$ cat src/rtl/csd_seq_mult.sv
// Sequential multiplier: signed sample times a CSD coefficient, one digit per clock.
// Optional macro CSD_EARLY_EXIT_EN ends the run once no nonzero digits remain above idx.
module csd_seq_mult #(
  parameter int WIDTH  = 4,
  parameter int CWIDTH = 8
) (
  input  logic                    CLK,
  input  logic                    RST,
  input  logic                    start,
  input  logic [WIDTH-1:0]        din,
  input  logic [CWIDTH-1:0]       coef_p,
  input  logic [CWIDTH-1:0]       coef_n,
  output logic                    busy,
  output logic                    done,
  output logic [WIDTH+CWIDTH:0]   dout,
  output logic                    err
);

  localparam int PW = WIDTH + CWIDTH + 1;
  localparam int IW = (CWIDTH > 1) ? $clog2(CWIDTH) : 1;

  typedef enum logic {S_IDLE, S_RUN} state_t;

  state_t                  state_q, state_d;
  logic [IW-1:0]           idx_q, idx_d;
  logic signed [PW-1:0]    acc_q, acc_d;
  logic signed [WIDTH-1:0] din_q, din_d;
  logic [CWIDTH-1:0]       cp_q, cp_d;
  logic [CWIDTH-1:0]       cn_q, cn_d;
  logic                    conf_q, conf_d;
  logic                    busy_q, busy_d;
  logic                    done_q, done_d;
  logic signed [PW-1:0]    dout_q, dout_d;
  logic                    err_q, err_d;

  logic                    pos, neg, last, conf_nx;
  logic signed [PW-1:0]    term, acc_nx;

  // Sign-extend to the full product width first so the shift can never lose the sign.
  function automatic logic signed [PW-1:0] shift_sext(input logic signed [WIDTH-1:0] d,
                                                      input logic [IW-1:0] k);
    logic signed [PW-1:0] ext;
    ext = {{(PW-WIDTH){d[WIDTH-1]}}, d};
    return ext <<< k;
  endfunction

  always_comb begin
    state_d = state_q;
    idx_d   = idx_q;
    acc_d   = acc_q;
    din_d   = din_q;
    cp_d    = cp_q;
    cn_d    = cn_q;
    conf_d  = conf_q;
    busy_d  = busy_q;
    done_d  = 1'b0;
    dout_d  = dout_q;
    err_d   = err_q;

    // Digit step: a digit with both masks set counts as zero and flags a conflict.
    pos     = cp_q[idx_q];
    neg     = cn_q[idx_q];
    term    = shift_sext(din_q, idx_q);
    acc_nx  = acc_q;
    if (pos && !neg)
      acc_nx = acc_q + term;
    else if (neg && !pos)
      acc_nx = acc_q - term;
    conf_nx = conf_q | (pos & neg);
    last    = (idx_q == IW'(CWIDTH - 1));
`ifdef CSD_EARLY_EXIT_EN
    last    = last | ((((cp_q | cn_q) >> idx_q) >> 1) == '0);
`endif

    case (state_q)
      S_IDLE: begin
        if (start) begin
          din_d   = din;
          cp_d    = coef_p;
          cn_d    = coef_n;
          acc_d   = '0;
          idx_d   = '0;
          conf_d  = 1'b0;
          busy_d  = 1'b1;
          state_d = S_RUN;
        end
      end
      S_RUN: begin
        acc_d  = acc_nx;
        conf_d = conf_nx;
        if (last) begin
          dout_d  = acc_nx;
          err_d   = conf_nx;
          done_d  = 1'b1;
          busy_d  = 1'b0;
          idx_d   = '0;
          state_d = S_IDLE;
        end else begin
          idx_d = idx_q + IW'(1);
        end
      end
      default: state_d = S_IDLE;
    endcase
  end

  always_ff @(posedge CLK) begin
    if (RST) begin
      state_q <= S_IDLE;
      idx_q   <= '0;
      acc_q   <= '0;
      din_q   <= '0;
      cp_q    <= '0;
      cn_q    <= '0;
      conf_q  <= 1'b0;
      busy_q  <= 1'b0;
      done_q  <= 1'b0;
      dout_q  <= '0;
      err_q   <= 1'b0;
    end else begin
      state_q <= state_d;
      idx_q   <= idx_d;
      acc_q   <= acc_d;
      din_q   <= din_d;
      cp_q    <= cp_d;
      cn_q    <= cn_d;
      conf_q  <= conf_d;
      busy_q  <= busy_d;
      done_q  <= done_d;
      dout_q  <= dout_d;
      err_q   <= err_d;
    end
  end

  assign busy = busy_q;
  assign done = done_q;
  assign dout = dout_q;
  assign err  = err_q;

endmodule

$ cat config.mk
export PLATFORM = sky130hd
export DESIGN_NAME = csd_seq_mult
export DESIGN_NICKNAME = d
export VERILOG_FILES = /design/src/rtl/csd_seq_mult.sv
export SDC_FILE = /design/constraint.sdc
export NUM_CORES = 1
export LEC_CHECK = 0
export CORE_UTILIZATION = 45
export CTS_BUF_LIST = sky130_fd_sc_hd__clkbuf_4 sky130_fd_sc_hd__clkbuf_8 sky130_fd_sc_hd__clkbuf_16
export CTS_CLUSTER_DIAMETER = 30
export CTS_CLUSTER_SIZE = 12
export DETAILED_ROUTE_END_ITERATION = 10
export GPL_TIMING_DRIVEN = 0
export PLACE_DENSITY = 0.68
export SLEW_MARGIN = 25
export SYNTH_ARGS = -nofsm -noshare
export SYNTH_HDL_FRONTEND = slang
export SYNTH_SLANG_ARGS = --single-unit
$ cat constraint.sdc
create_clock -name CLK -period 3.4 [get_ports CLK]
set_input_delay 0.68 -clock CLK [delete_from_list [all_inputs] [get_ports CLK]]
set_output_delay 0.68 -clock CLK [all_outputs]
set_load 0.1 [all_outputs]
==> flow_summary_export.csv <==
group,metric,value,unit
critical_path,worst_path_dominant_cell_family,"compound AO/OA/AOI/OAI gates",
critical_path,critPathArrivalTime,3.51,ns
finish,nFillCells,807,
finish,final_common_cell,"nand2_1",
clocking,cts_sinks,54,
pwr,powerDensity,352,nW/um2
routing,drtPass1Iterations,4,
place,dp.final_hpwl,8270,um
timing,skew,0.00959,ns
critical_path,cp_max_fo,10,
logic_synthesis,synth_cell_type_count,60,
timing,clock.fmax,0.304,GHz
floorplan,initial_core_util,46.6,%
timing,rsz0062_at_grt,"yes",
routing,wl,10700,um
finish,final_layout_size_suffix_gt1_share,9.43,%
global_route,antenna_found_initial,0,
status,outcome,"finished, final reports clean",
place,post-place-ws,-0.424,ns
finish,mostFrequentLayoutCells,"nand2_1, dfxtp_1, a21oi_1",
pwr,p_leak,1.86,nW
clocking,cts_buffer_depth,2,
routing,wl_per_cell,16.6,um
place,dpl_cell_area,4340,um2
logic_synthesis,synth_seq_area_share,28.2,%
routing,antenna_left,0,
routing,drc,0,
timing,slew_violations,0,
finish,seq_area,1080,um2
routing,vias,3778,
finish,n_antenna_cell,0,
clocking,clock_latency,0.32,ns
floorplan,num_rows,33,
run,max-cap-violations,0,
routing,drtIter0Drc,171,
timing,finalCritPeriodShare,96.7,%
floorplan,die_h,94.3,um
critical_path,cp.buffers_inverters,2,
global_route,grt_pass1_vias,3432,
clocking,path_clk_slew,0.10,ns
critical_path,critPathSlowestCell,"fa_1",
place,gp_congestion,0.875,
floorplan,core_area,8220,um2
floorplan,dieWidth,94.3,um
global_route,grt-ovfl-total,0,
critical_path,max_stage_delay,0.43,ns
floorplan,dieArea,8890,um2
timing,final_hold_viol_count,0,
finish,multiInputGateArea,2630,um2
critical_path,cp-end-kind,"flip-flop",
logic_synthesis,yosys_most_used_dff,"dfxtp_1",
logic_synthesis,synth-seq-cells,54,
logic_synthesis,avgSynthCellArea,7.71,um2
pwr,peakVddDrop,0.235,mV
timing,setup_slack,0.112,ns
global_route,grt_pass1_wl,17200,um
global_route,grt_max_degree,17,
logic_synthesis,synthCells,497,
floorplan,pin_count,39,
hold_path,hp-class,"flip-flop to flip-flop",
timing,worst_pin_slew,0.973,ns
clocking,cts_tree,"yes",
global_route,grt_use_total,25.3,%
finish,num-nets-final,592,
timing,slew_headroom,34.9,%
logic_synthesis,synth_area,3830,um2
clocking,cts-root-buf,"clkbuf_8",
critical_path,start_kind,"flip-flop",
timing,setup_viol,0,
critical_path,crit_required,3.62,ns
logic_synthesis,async_flop_share,0,%
clocking,cts_buffers,5,
place,port_buffers,38,
logic_synthesis,syn_nets,549,
critical_path,path_cells,"clkbuf_4 -> nand2b_2 -> nor3_4 -> ha_1 -> inv_1 -> fa_1 -> a21oi_2 -> o221a_2 -> nor3_1 -> o32ai_2 -> xnor2_2 -> o21a_1 -> o311ai_0",
critical_path,path_class,"flip-flop to flip-flop",
logic_synthesis,synth_enable_flop_cells,0,
logic_synthesis,yosysWarnings,0,
routing,routed_via_density,5.85,
timing,period_needed,3.29,ns
finish,syn2layout_area_growth,18.8,%
finish,fin_area,4550,um2
clocking,htree_levels,2,
==> cells by family (layout without fill, tap and decap cells) <==
family / after synthesis / after routing / share of synthesized area, %
simple gates: 191 / 191 / 23.5
flops: 54 / 54 / 28.2
xor+xnor: 2 / 2 / 0.457
compound gates: 152 / 152 / 26.2
fa+ha+maj: 29 / 29 / 9.86
mux: 17 / 17 / 6.14
buf+inv: 52 / 96 / 5.58
==> area by class of cell <==
cell class / instances / area share, %
clock buffers: 6 / 1.68
plain buffers: 24 / 2.58
repair buffers: 39 / 8.52
well taps: 105 / 2.88
flip-flops and latches: 54 / 23.8
inverters: 25 / 2.06
multi-input cells: 391 / 57.7
clock inverters: 2 / 0.824
==> metal layers <==
metal	global-route usage (%)	up-vias	part of all wire, %
li1	-	1870	-
met1	32.3	1765	45
met2	42.6	120	47
met3	3.32	23	4.2
met4	10.3	0	3.1
met5	0	-	0
==> synth_stat cells, types with 8 or more instances <==
master	count	area (um2)
a21oi_1	44	220
nand2b_1	12	75.1
clkbuf_1	21	78.8
mux2i_1	10	100
nand2_1	82	308
nor3_1	9	45.0
o211ai_1	8	60.1
nor2b_1	24	150
o21ai_0	32	160
inv_1	25	93.8
dfxtp_1	54	1080
nand3_1	12	60.1
nor2_1	31	116
ha_1	27	338
==> per-stage QoR <==
| stage | hold WS (ns) | instances | util, % | total power, W | setup TNS (ns) |
|---|---|---|---|---|---|
| finish | 0.438 | 646 | 55.4 | 0.00160 | 0 |
| global route | 0.463 | 646 | 55.4 | 0.00169 | -0.0652 |
| CTS | 0.442 | 647 | 54.6 | 0.00159 | 0 |
| detailed placement | 0.429 | 640 | 52.9 | 0.00114 | -3.18 |
| global placement | 0.427 | 640 | 52.9 | 0.00114 | -2.70 |
| floorplan | 0.448 | 497 | - | 0.00100 | 0 |
==> report_power, final <==
group	internal, W	switching [W]	total (W)
sequential	0.000657	0.0000295	0.000686
clock	0.000228	0.000215	0.000443
combinational	0.000192	0.000281	0.000472
==> worst paths after layout <==
path	slack [ns]	startpoint	endpoint	depth (start not counted)
min	0.44	dout[2]	dout[2]	2
min reg2reg	0.44	dout[2]	dout[2]	2
max reg2reg	0.11	idx_q[0]	acc_q[12]	13
max	0.11	idx_q[0]	acc_q[12]	13
==> flip-flops by register name (all words and copies together) (netlist names) <==
| register | cells |
|---|---|
| conf_q | 1 |
| cn_q | 8 |
| dout | 13 |
| err | 1 |
| din_q | 4 |
| done | 1 |
| state_q | 1 |
| idx_q | 3 |
| cp_q | 8 |
| busy | 1 |
| acc_q | 13 |
==> repair_timing <==
| item | CTS | global route |
|---|---|---|
| cloned | 0 | 0 |
| endpoints found under the setup margin | 13 | 10 |
| gates resized for setup | 13 | 15 |
| pin swaps | 2 | 1 |
| hold buffers | 0 | 0 |
| buffers inserted | 0 | 1 |
==> tightest hold or removal path, cell delays in order (launching register included) <==
cell,delay [ns]
dfxtp_1,0.32
nand2_1,0.05
nand2_1,0.04
No activity file was read; power rests on OpenSTA's default activity.
